**src/rtl/fwft_pkt_reader_pkg.sv**
```systemverilog
// Shared types for the FWFT packet reader.
// The PAD state is only present when FWFT_PKT_READER_PAD_EN is defined.
package fwft_pkt_reader_pkg;

    localparam int PKT_DATA_WIDTH = 8;

`ifdef FWFT_PKT_READER_PAD_EN
    typedef enum logic [1:0] {
        ST_IDLE   = 2'd0,
        ST_STREAM = 2'd1,
        ST_PAD    = 2'd2
    } pkt_state_e;
`else
    typedef enum logic [1:0] {
        ST_IDLE   = 2'd0,
        ST_STREAM = 2'd1
    } pkt_state_e;
`endif

    typedef struct packed {
        logic [PKT_DATA_WIDTH-1:0] data;
        logic                      last;
        logic                      pad;
    } pkt_beat_t;

endpackage

```
**src/rtl/fwft_pkt_reader_if.sv**
```systemverilog
// Valid/ready packet stream carrying data, last and pad markers.
interface fwft_pkt_reader_if #(
    parameter int DATA_WIDTH = 8
);
    logic [DATA_WIDTH-1:0] m_data;
    logic                  m_valid;
    logic                  m_ready;
    logic                  m_last;
    logic                  m_pad;

    modport master (output m_data, output m_valid, output m_last, output m_pad, input m_ready);
    modport slave  (input m_data, input m_valid, input m_last, input m_pad, output m_ready);
endinterface

```
**src/rtl/fwft_pkt_reader_skid_buf.sv**
```systemverilog
// Two-entry FIFO-ordered output buffer of packet beats; the registered
// occupancy lets the producer decide pushes without looking at the sink's ready.
module pkt_skid_buf
    import fwft_pkt_reader_pkg::*;
(
    input  logic      clk,
    input  logic      rst_n,
    input  logic      push,
    input  pkt_beat_t push_beat,
    output pkt_beat_t head_beat,
    output logic      head_valid,
    input  logic      head_ready,
    output logic [1:0] buf_count
);

    logic       rd_ptr_reg;
    logic       wr_ptr_reg;
    logic [1:0] count_reg;
    logic [1:0] count_next;
    logic       push_ok;
    logic       pop;
    pkt_beat_t  entry_data [2];

    assign push_ok    = push && (count_reg != 2'd2);
    assign head_valid = (count_reg != 2'd0);
    assign pop        = head_valid && head_ready;
    assign head_beat  = entry_data[rd_ptr_reg];
    assign buf_count  = count_reg;

    generate
        for (genvar gi = 0; gi < 2; gi++) begin : g_entry
            pkt_beat_t entry_reg;

            always_ff @(posedge clk or negedge rst_n) begin
                if (!rst_n) begin
                    entry_reg <= '0;
                end else if (push_ok && (wr_ptr_reg == 1'(gi))) begin
                    entry_reg <= push_beat;
                end
            end

            assign entry_data[gi] = entry_reg;
        end
    endgenerate

    always_comb begin
        count_next = count_reg;
        case ({push_ok, pop})
            2'b10:   count_next = count_reg + 2'd1;
            2'b01:   count_next = count_reg - 2'd1;
            default: count_next = count_reg;
        endcase
    end

    always_ff @(posedge clk or negedge rst_n) begin
        if (!rst_n) begin
            rd_ptr_reg <= 1'b0;
            wr_ptr_reg <= 1'b0;
            count_reg  <= 2'd0;
        end else begin
            if (push_ok) wr_ptr_reg <= ~wr_ptr_reg;
            if (pop)     rd_ptr_reg <= ~rd_ptr_reg;
            count_reg <= count_next;
        end
    end

endmodule

```
**src/rtl/fwft_pkt_reader.sv**
```systemverilog
// Pops a FWFT FIFO into fixed-length packets on a valid/ready stream with last.
// Define FWFT_PKT_READER_PAD_EN to pad out packets whose FIFO runs dry for TIMEOUT_CYCLES.
module fwft_pkt_reader
    import fwft_pkt_reader_pkg::*;
#(
    parameter int DATA_WIDTH     = 8,
    parameter int LEN_WIDTH      = 8,
    parameter int TIMEOUT_CYCLES = 16,
    parameter int PAD_VALUE      = 0
)(
    input  logic                  clk,
    input  logic                  rst_n,
    input  logic [DATA_WIDTH-1:0] fifo_dout,
    input  logic                  fifo_empty,
    output logic                  fifo_rd_en,
    input  logic                  start,
    input  logic [LEN_WIDTH-1:0]  pkt_len,
    fwft_pkt_reader_if.master     m,
    output logic                  busy
);

    generate
        if (DATA_WIDTH != PKT_DATA_WIDTH) begin : g_bad_data_width
            $error("DATA_WIDTH must equal fwft_pkt_reader_pkg::PKT_DATA_WIDTH");
        end
        if ((TIMEOUT_CYCLES < 1) || (PAD_VALUE < 0) ||
            (longint'(PAD_VALUE) >= (longint'(1) << DATA_WIDTH))) begin : g_bad_params
            $error("TIMEOUT_CYCLES must be >= 1 and PAD_VALUE must fit in DATA_WIDTH");
        end
    endgenerate

    pkt_state_e           state_reg;
    logic [LEN_WIDTH-1:0] len_reg;
    logic [LEN_WIDTH-1:0] fetched_reg;
    logic [1:0]           buf_count;
    logic                 push;
    logic                 beat_last;
    pkt_beat_t            push_beat;
    pkt_beat_t            head_beat;

    assign beat_last  = (fetched_reg == (len_reg - LEN_WIDTH'(1)));
    // Depends only on registered state and fifo_empty, never on m_ready.
    assign fifo_rd_en = (state_reg == ST_STREAM) && !fifo_empty && (buf_count < 2'd2);
    assign busy       = (state_reg != ST_IDLE);

`ifdef FWFT_PKT_READER_PAD_EN
    localparam int                    STARVE_W = $clog2(TIMEOUT_CYCLES + 1);
    localparam logic [DATA_WIDTH-1:0] PAD_DATA = DATA_WIDTH'(PAD_VALUE);

    logic [STARVE_W-1:0] starve_reg;
    logic                pad_push;

    assign pad_push = (state_reg == ST_PAD) && (buf_count < 2'd2);
    assign push     = fifo_rd_en || pad_push;

    always_comb begin
        push_beat      = '0;
        push_beat.data = pad_push ? PAD_DATA : fifo_dout;
        push_beat.last = beat_last;
        push_beat.pad  = pad_push;
    end
`else
    assign push = fifo_rd_en;

    always_comb begin
        push_beat      = '0;
        push_beat.data = fifo_dout;
        push_beat.last = beat_last;
        push_beat.pad  = 1'b0;
    end
`endif

    always_ff @(posedge clk or negedge rst_n) begin
        if (!rst_n) begin
            state_reg   <= ST_IDLE;
            len_reg     <= '0;
            fetched_reg <= '0;
`ifdef FWFT_PKT_READER_PAD_EN
            starve_reg  <= '0;
`endif
        end else begin
            case (state_reg)
                ST_IDLE: begin
                    if (start && (pkt_len != '0)) begin
                        len_reg     <= pkt_len;
                        fetched_reg <= '0;
                        state_reg   <= ST_STREAM;
`ifdef FWFT_PKT_READER_PAD_EN
                        starve_reg  <= '0;
`endif
                    end
                end
                ST_STREAM: begin
                    if (fifo_rd_en) begin
                        fetched_reg <= fetched_reg + LEN_WIDTH'(1);
                        if (beat_last) state_reg <= ST_IDLE;
                    end
`ifdef FWFT_PKT_READER_PAD_EN
                    // A full buffer with a non-empty FIFO is back-pressure, not starvation.
                    if (fifo_rd_en) begin
                        starve_reg <= '0;
                    end else if (fifo_empty) begin
                        if (starve_reg == STARVE_W'(TIMEOUT_CYCLES - 1)) begin
                            state_reg <= ST_PAD;
                        end else begin
                            starve_reg <= starve_reg + STARVE_W'(1);
                        end
                    end
`endif
                end
`ifdef FWFT_PKT_READER_PAD_EN
                ST_PAD: begin
                    if (pad_push) begin
                        fetched_reg <= fetched_reg + LEN_WIDTH'(1);
                        if (beat_last) state_reg <= ST_IDLE;
                    end
                end
`endif
                default: state_reg <= ST_IDLE;
            endcase
        end
    end

    pkt_skid_buf u_skid_buf (
        .clk        (clk),
        .rst_n      (rst_n),
        .push       (push),
        .push_beat  (push_beat),
        .head_beat  (head_beat),
        .head_valid (m.m_valid),
        .head_ready (m.m_ready),
        .buf_count  (buf_count)
    );

    assign m.m_data = head_beat.data;
    assign m.m_last = head_beat.last;
    assign m.m_pad  = head_beat.pad;

endmodule

```
**src/flat_wrapper.sv**
```systemverilog
// flat-port wrapper written by rule: the top's interface ports become plain ports
module fwft_pkt_reader_flat import fwft_pkt_reader_pkg::*;
#(
    parameter int DATA_WIDTH     = 8,
    parameter int LEN_WIDTH      = 8,
    parameter int TIMEOUT_CYCLES = 16,
    parameter int PAD_VALUE      = 0
)
  (clk, rst_n, fifo_dout, fifo_empty, fifo_rd_en, start, pkt_len, busy, m_m_data, m_m_valid, m_m_last, m_m_pad, m_m_ready);
  fwft_pkt_reader_if #(.DATA_WIDTH(DATA_WIDTH)) m_i ();
  input  logic clk;
  input  logic rst_n;
  input  logic [DATA_WIDTH-1:0] fifo_dout;
  input  logic fifo_empty;
  output logic fifo_rd_en;
  input  logic start;
  input  logic [LEN_WIDTH-1:0] pkt_len;
  output logic busy;
  output wire logic [$bits(m_i.m_data)-1:0] m_m_data;
  output wire logic [$bits(m_i.m_valid)-1:0] m_m_valid;
  output wire logic [$bits(m_i.m_last)-1:0] m_m_last;
  output wire logic [$bits(m_i.m_pad)-1:0] m_m_pad;
  input wire logic [$bits(m_i.m_ready)-1:0] m_m_ready;
  assign m_m_data = m_i.m_data;
  assign m_m_valid = m_i.m_valid;
  assign m_m_last = m_i.m_last;
  assign m_m_pad = m_i.m_pad;
  assign m_i.m_ready = m_m_ready;
  fwft_pkt_reader #(.DATA_WIDTH(DATA_WIDTH), .LEN_WIDTH(LEN_WIDTH), .TIMEOUT_CYCLES(TIMEOUT_CYCLES), .PAD_VALUE(PAD_VALUE)) u_core (.clk(clk), .rst_n(rst_n), .fifo_dout(fifo_dout), .fifo_empty(fifo_empty), .fifo_rd_en(fifo_rd_en), .start(start), .pkt_len(pkt_len), .m(m_i), .busy(busy));
endmodule
```
**config.mk**
```make
export PLATFORM = sky130hd
export DESIGN_NAME = fwft_pkt_reader_flat
export DESIGN_NICKNAME = d
export VERILOG_FILES = /design/src/rtl/fwft_pkt_reader_pkg.sv /design/src/rtl/fwft_pkt_reader_if.sv /design/src/rtl/fwft_pkt_reader_skid_buf.sv /design/src/rtl/fwft_pkt_reader.sv /design/src/flat_wrapper.sv
export SDC_FILE = /design/constraint.sdc
export NUM_CORES = 1
export LEC_CHECK = 0
export BUFFER_PORTS_ARGS = -buffer_cell sky130_fd_sc_hd__buf_2
export CORE_UTILIZATION = 55
export DETAILED_ROUTE_END_ITERATION = 10
export PLACE_DENSITY = 0.79
export SETUP_SLACK_MARGIN = 0.2
export SYNTH_ARGS = -nofsm -noshare
export SYNTH_HDL_FRONTEND = slang
export SYNTH_SLANG_ARGS = --single-unit
```
**constraint.sdc**
```tcl
create_clock -name clk -period 2 [get_ports clk]
set_input_delay 0.1 -clock clk [delete_from_list [all_inputs] [get_ports clk]]
set_output_delay 0.1 -clock clk [all_outputs]
set_load 0.02 [all_outputs]
```
# --- Word-level counts from Yosys, hierarchy flattened ---
# Cells that the tools add are included.
word_totals:
  romBits: 0
  wordCells: 55
  latch_bits: 0
  ramBits: 0
  memories: 0
  out_inout_bits: 13
  reg_bits: 40
classes:
  n_mux: 11
  reduce_logical: 17
  n_lt_le_gt_ge: 2
  n_shift: 0
  n_div: 0
  addsub: 4
  n_mul: 0
  eq_ne: 8
  bitwise: 3
op_table:
  columns: ["cell", "count"]
  rows:
  - ["2-to-1 mux 10 bit", 3]
  - ["2-to-1 mux 8 bit", 2]
  - ["case mux 8 bit (2 select lines)", 1]
  - ["adder 8 x 1 -> 8 bit, second input constant", 1]
  - ["equality test 8 bit", 1]
  - ["case mux 2 bit (2 select lines)", 2]
  - ["nonzero test 2 bit", 4]
  - ["nonzero test 8 bit", 1]
  - ["subtractor 8 x 1 -> 8 bit, second input constant", 1]
  - ["logical AND 1 bit", 7]
  - ["2-to-1 mux 2 bit", 3]
  - ["AND reduction 3 bit", 2]
  - ["equality test 2 x 1 -> 1 bit, second input constant", 2]
  - ["!= test 2 x 1 -> 1 bit, second input constant", 2]
  - ["!= test 2 bit, second input constant", 2]
  - ["adder 2 x 1 -> 2 bit, second input constant", 1]
  - ["equality test 2 bit, second input constant", 1]
  - ["greater-or-equal comparator 2 bit, second input constant", 1]
  - ["zero test 2 bit", 1]
  - ["< comparator 2 bit, second input constant", 1]
  - ["inverter 1 bit", 2]
  - ["inverter 1 -> 2 bit", 1]
  - ["AND reduction 2 bit", 1]
  - ["subtractor 2 x 1 -> 2 bit, second input constant", 1]
  - ["zero test 1 bit", 1]

# --- Depth between registers and ports, before layout ---
logic_depth:
  ltp_word: 6
  ltp_mapped: 7
  mapped_depth_nobuf: 7

# --- Cells and area by module ---
# Synthesis repeated with hierarchy kept, for this count alone.
hier_totals:
  hier_cells: 169
  area_unflattened_um2: 2145.8
by_module_without_submodules:
  columns: ["mod", "cells_per_inst", "area_each_um2", "n_inst"]
  rows:
  - ["pkt_skid_buf", 70, 1159.9, 1]
  - ["fwft_pkt_reader", 99, 985.9, 1]

# --- Least setup slack after synthesis ---
# Ideal clock, no wire load.
synth_path:
  kind: "reg2reg"
  from: "register u_core.state_reg[0]"
  to: "register u_core.fetched_reg[7]"
  path_slack_ns: 0.087
  stages_incl_launch_ff: 8
  path_buffers: 1
  arrival_ns: 1.782
  period_less_slack_ns: 1.913
  setup_time_ns: 0.131
  t_required_ns: 1.869
  path_cell_list: "dfrtp_1 > or3b_1 > buf_6 > clkinv_8 > and3_4 > or3b_1 > xor2_1 > nor2_1"
synth_via:
  elab_chain_len: 5
  word_cells_on_any_way: 9
synth_lines:
  columns: ["element", "line_no", "text"]
  rows:
  - ["start: declaration", "fwft_pkt_reader.sv:32", "pkt_state_e state_reg;"]
  - ["start signal: assignment", "fwft_pkt_reader.sv:75", "state_reg <= ST_IDLE;"]
  - ["start signal: assignment", "fwft_pkt_reader.sv:87", "state_reg <= ST_STREAM;"]
  - ["start signal: assignment", "fwft_pkt_reader.sv:96", "if (beat_last) state_reg <= ST_IDLE;"]
  - ["equality test 2 x 1 -> 1 bit", "fwft_pkt_reader.sv:43", "assign fifo_rd_en = (state_reg == ST_STREAM) && !fifo_empty && (buf_count < 2'd2);"]
  - ["logical AND 1 bit (2 in a row)", "fwft_pkt_reader.sv:43", null]
  - ["named net fifo_rd_en", "flat_wrapper.sv:15", "output logic fifo_rd_en;"]
  - ["!= test 2 bit (no line)", null, null]
  - ["AND reduction 3 bit (no line)", null, null]
  - ["end signal: assignment", "fwft_pkt_reader.sv:95", "fetched_reg <= fetched_reg + LEN_WIDTH'(1);"]
  - ["end: declaration", "fwft_pkt_reader.sv:34", "logic [LEN_WIDTH-1:0] fetched_reg;"]
# The timed path passes the listed nets, and every way through them passes these cells.
# A chain may end at the register's enable or synchronous reset.

# --- Worst setup path after layout ---
layout_path:
  from: "register u_core.len_reg[5]"
  to: "register u_core.state_reg[0]"
layout_via:
  elab_chain_len: 4
layout_lines:
  columns: ["element", "line_no", "text"]
  rows:
  - ["start: declaration", "fwft_pkt_reader.sv:33", "logic [LEN_WIDTH-1:0] len_reg;"]
  - ["start signal: assignment", "fwft_pkt_reader.sv:85", "len_reg <= pkt_len;"]
  - ["subtractor 8 x 1 -> 8 bit", "fwft_pkt_reader.sv:41", "assign beat_last = (fetched_reg == (len_reg - LEN_WIDTH'(1)));"]
  - ["equality test 8 bit", "fwft_pkt_reader.sv:41", null]
  - ["!= test 2 x 1 -> 1 bit (no line)", null, null]
  - ["AND reduction 3 bit (no line)", null, null]
# No other way between the ends.

==> summary.txt <==
Run status
  • Run status: finished clean

Power and ir drop
  • Power per Cell Area: 1510 nW/um^2
  • Combinational cell fraction of total power: 0.445
  • Part of the power in the clock network: 0.149
  • Sequential cell fraction of total power: 0.405
  • Cell leakage power: 1.11 nW
  • Cell-internal power: 2.32 mW
  • Share of total power consumed by net switching: 0.375
  • Psw: roughly 1.4 mW
  • Max VDD drop: 0.880 mV

Timing
  • Setup skew after layout: 0.0134 ns
  • Achievable Freq: 565 MHz
  • Tightest Pin Transition: ~0.84 ns
  • Hold Vio Cnt, Final: 0
  • Unrepaired setup endpoints after global routing: yes
  • Period utilisation layout: 0.885
  • Fin. max-slew vios: 0
  • Final setup violation count: 0
  • Slew margin rel.: 0.437
  • Setup Total Neg Slack: 0 ns
  • Final worst path period need: 1.77 ns

Yosys
  • Warnings, synthesis: 0
  • Number of nets produced by synthesis: 185
  • Predominant post-synthesis flop cell: sky130_fd_sc_hd__dfrtp_1
  • Number of flops mapped to enable cells by yosys: 0
  • Number of library cell types mapped by synthesis: 31
  • Area share of the largest cell type after synthesis: 0.507
  • Number of cells produced by synthesis: between 150 and 200
  • Ranking of synthesized cells by area: sky130_fd_sc_hd__dfrtp_1 51%, sky130_fd_sc_hd__mux2_2 18%, sky130_fd_sc_hd__xnor2_1 5.5%
  • Top post-synthesis cells by count: 39 x sky130_fd_sc_hd__dfrtp_1, 31 x sky130_fd_sc_hd__mux2_2, 12 x sky130_fd_sc_hd__xnor2_1, 12 x sky130_fd_sc_hd__xor2_1
  • Cell with the most instances after synthesis: sky130_fd_sc_hd__dfrtp_1
  • Per-instance average area after synthesis: 12.0 sq um
  • Flip-flop and latch count after synthesis: 39
  • Sequential element share of the synthesized area: 0.507
  • Fraction of synthesis flops using an asynchronous set or reset pin: 1.00
  • Netlist Area Pre-Place: between 1500 and 2000 sq um
  • Top cell type by total area after synthesis: sky130_fd_sc_hd__dfrtp_1

GRT
  • Global routing usage on met3: 0.0735
  • Wire length of the first global-routing pass: 6.23 mm
  • Number of global-route vias before repair: ~1400
  • Overflow left after global routing: 0
  • Global routing usage summed across all routing layers: 0.238
  • Number of antenna violations at the first check in global routing: 0
  • Grt met1 use: 0.272
  • GR met2 Demand/Resource: 0.408
  • Busiest layer in global routing: met2
  • Pin count of the biggest net entering global routing: 40

Drt
  • Total length of routed wires: 4.00 mm
  • Drt wl/cell: 14.9 um
  • Antenna Nets Post-Route: 0
  • Detailed-route vias per instance: 5.33
  • Initial DRC Count: 30
  • Total via count in the routed design: roughly 1400
  • 1st-pass router iterations: 4
  • Number of remaining DRC errors: 0

Clocking
  • Clock network latency to the later pin of the worst-skew pair: roughly 0.36 ns
  • Clk buf depth: 2
  • CTS tree: yes
  • Root Driver: sky130_fd_sc_hd__clkbuf_4
  • Register clock-pin slew on the reported worst setup and hold paths: 0.11 ns
  • H-Tree Depth: 2
  • Total number of clock tree sinks: 39
  • Number of buffers created by CTS: 5

Cells and area
  • Final net count: roughly 250
  • Fraction of final layout cells with drive strength greater than 1: 0.428
  • P&R area growth vs syn: 28.3%
  • Filler Cell Count: 231
  • Ant. Diodes: 0
  • Design area: between 2000 and 2500 sq um
  • Number of flip-flops in the largest register: 18

Worst setup path
  • Reg-to-reg critical path endpoint: u_core.state_reg[0]$_DFFE_PN0P_
  • Maximum fanout encountered on the critical timing path: 3
  • CP arrival: just under 2 ns
  • Reg-to-reg setup timing slack: 0.23 ns
  • Worst reg2reg path startpoint: u_core.len_reg[5]$_DFFE_PN0P_
  • Crit path capture type: flip-flop
  • Startpoint type of the worst setup path: flip-flop
  • Worst R2R Path Depth: 6
  • Data required time at the worst endpoint: between 2 and 2.5 ns
  • Critical path type: reg2reg

Floorplan
  • Die width: 61.2 um
  • Die span in y: 61.2 um
  • Count of standard-cell rows: 21
  • Die footprint: 3740 sq um
  • Number of placed I/O pins: 34
  • Core Area: ~3300 sq um
  • Initial Util: 0.577

Place
  • Number of buffers inserted by port buffering: 32
  • DP Wirelength: 2.67 mm
  • Area of placed instances: 2150 sq um
  • Routability congestion estimate: about 0.8

Min path
  • Launch instance of the worst min-delay path: m_m_ready
  • Worst Hold Class: in2reg
  • Worst Hold End: u_core.u_skid_buf.rd_ptr_reg$_DFFE_PN0P_
  • Worst hold path depth: 3

Job
  • Number of max-capacitance violations reported: 0
[metal layers]
metal | vias to the layer above | part of all wire
met3 | 12 | 0.040
li1 | 672 | -
met2 | 30 | 0.53
met1 | 715 | 0.41
met4 | 0 | 0.027
met5 | - | 0
[cell type report]
type	count	area [sq um]	share of cell area
clock inverter	2	35.0	0.0142
multi-input combinational	112	915	0.370
sequential	39	982	0.398
inverter	5	31.3	0.0127
timing repair buffer	58	398	0.161
tap	46	57.6	0.0233
clock buffer	6	51.3	0.0208
[cell families (layout without fill, tap and decap cells)]
family          after synthesis  count (layout)  share of synthesized area
simple gates                 43              43                      0.114
flops                        39              39                      0.507
mux                          31              31                      0.181
xor+xnor                     24              24                      0.109
compound gates               10              10                     0.0351
buf+inv                      10              71                     0.0318
fa+ha+maj                     3               3                     0.0195
other cells                   1               1                    0.00195
[how the worst max path moves through the flow]
stage | depth (start not counted) | end | start
floorplan | 7 | u_core.fetched_reg[7]$_DFFE_PN0P_ | u_core.state_reg[0]$_DFFE_PN0P_
global placement | 6 | u_core.fetched_reg[7]$_DFFE_PN0P_ | u_core.u_skid_buf.buf_count[1]$_DFFE_PN0P_
finish | 6 | u_core.state_reg[0]$_DFFE_PN0P_ | u_core.len_reg[5]$_DFFE_PN0P_
CTS | 6 | u_core.fetched_reg[7]$_DFFE_PN0P_ | u_core.u_skid_buf.buf_count[1]$_DFFE_PN0P_
global route | 6 | u_core.state_reg[0]$_DFFE_PN0P_ | u_core.len_reg[5]$_DFFE_PN0P_
detailed placement | 6 | u_core.fetched_reg[7]$_DFFE_PN0P_ | u_core.u_skid_buf.buf_count[1]$_DFFE_PN0P_
[critical path, cell delays in order (launching register included)]
cell and delay, ns:
sky130_fd_sc_hd__dfrtp_2 0.46, sky130_fd_sc_hd__nor4_4 0.31, sky130_fd_sc_hd__nand2_1 0.12, sky130_fd_sc_hd__xnor2_1 0.14, sky130_fd_sc_hd__nor4_1 0.34, sky130_fd_sc_hd__buf_4 0.19, sky130_fd_sc_hd__a31oi_1 0.08
[layout by cell type (no fill, tap or decap), types with 5 or more instances in the layout]
master                          netlist  final
sky130_fd_sc_hd__nor2_1              11     11
sky130_fd_sc_hd__xor2_1              12     12
sky130_fd_sc_hd__nand2_1             11     11
sky130_fd_sc_hd__clkbuf_4             0      5
sky130_fd_sc_hd__buf_2                0     32
sky130_fd_sc_hd__mux2_2              31     31
sky130_fd_sc_hd__buf_4                1      9
sky130_fd_sc_hd__dfrtp_1             39     34
sky130_fd_sc_hd__xnor2_1             12     12
sky130_fd_sc_hd__dfrtp_2              0      5
sky130_fd_sc_hd__dlygate4sd3_1        0     17
[power by group through the flow]
stage	registers [mW]	clock network, mW	logic (mW)
finish	1.51	0.555	1.66
global route	1.55	0.597	1.82
CTS	1.47	0.567	1.60
detailed placement	1.48	0	1.57
global placement	1.45	0	1.50
floorplan	1.35	0	1.27
[through the flow]
step                      cells  worst slack (ns)  power, mW  hold WS, ns   util
after floorplan             161             0.155       2.61       -0.196      -
after global routing        268             0.169       3.97       0.0802  0.740
final                       268             0.231       3.72       0.0753  0.740
after global placement      239             0.157       2.95        0.235  0.645
after detailed placement    239             0.106       3.05        0.252  0.645
after CTS                   264             0.200       3.64       0.0652  0.723
[what timing repair did]
| action | CTS | global route |
|---|---|---|
| hold endpoints to repair | 62 | 0 |
| gates resized for setup | 1 | 8 |
| hold buffers | 17 | 0 |
| pin swaps | 0 | 3 |
| endpoints found under the setup margin | 9 | 12 |
| buffers inserted | 0 | 4 |
No activity file was read; power rests on OpenSTA's default activity.
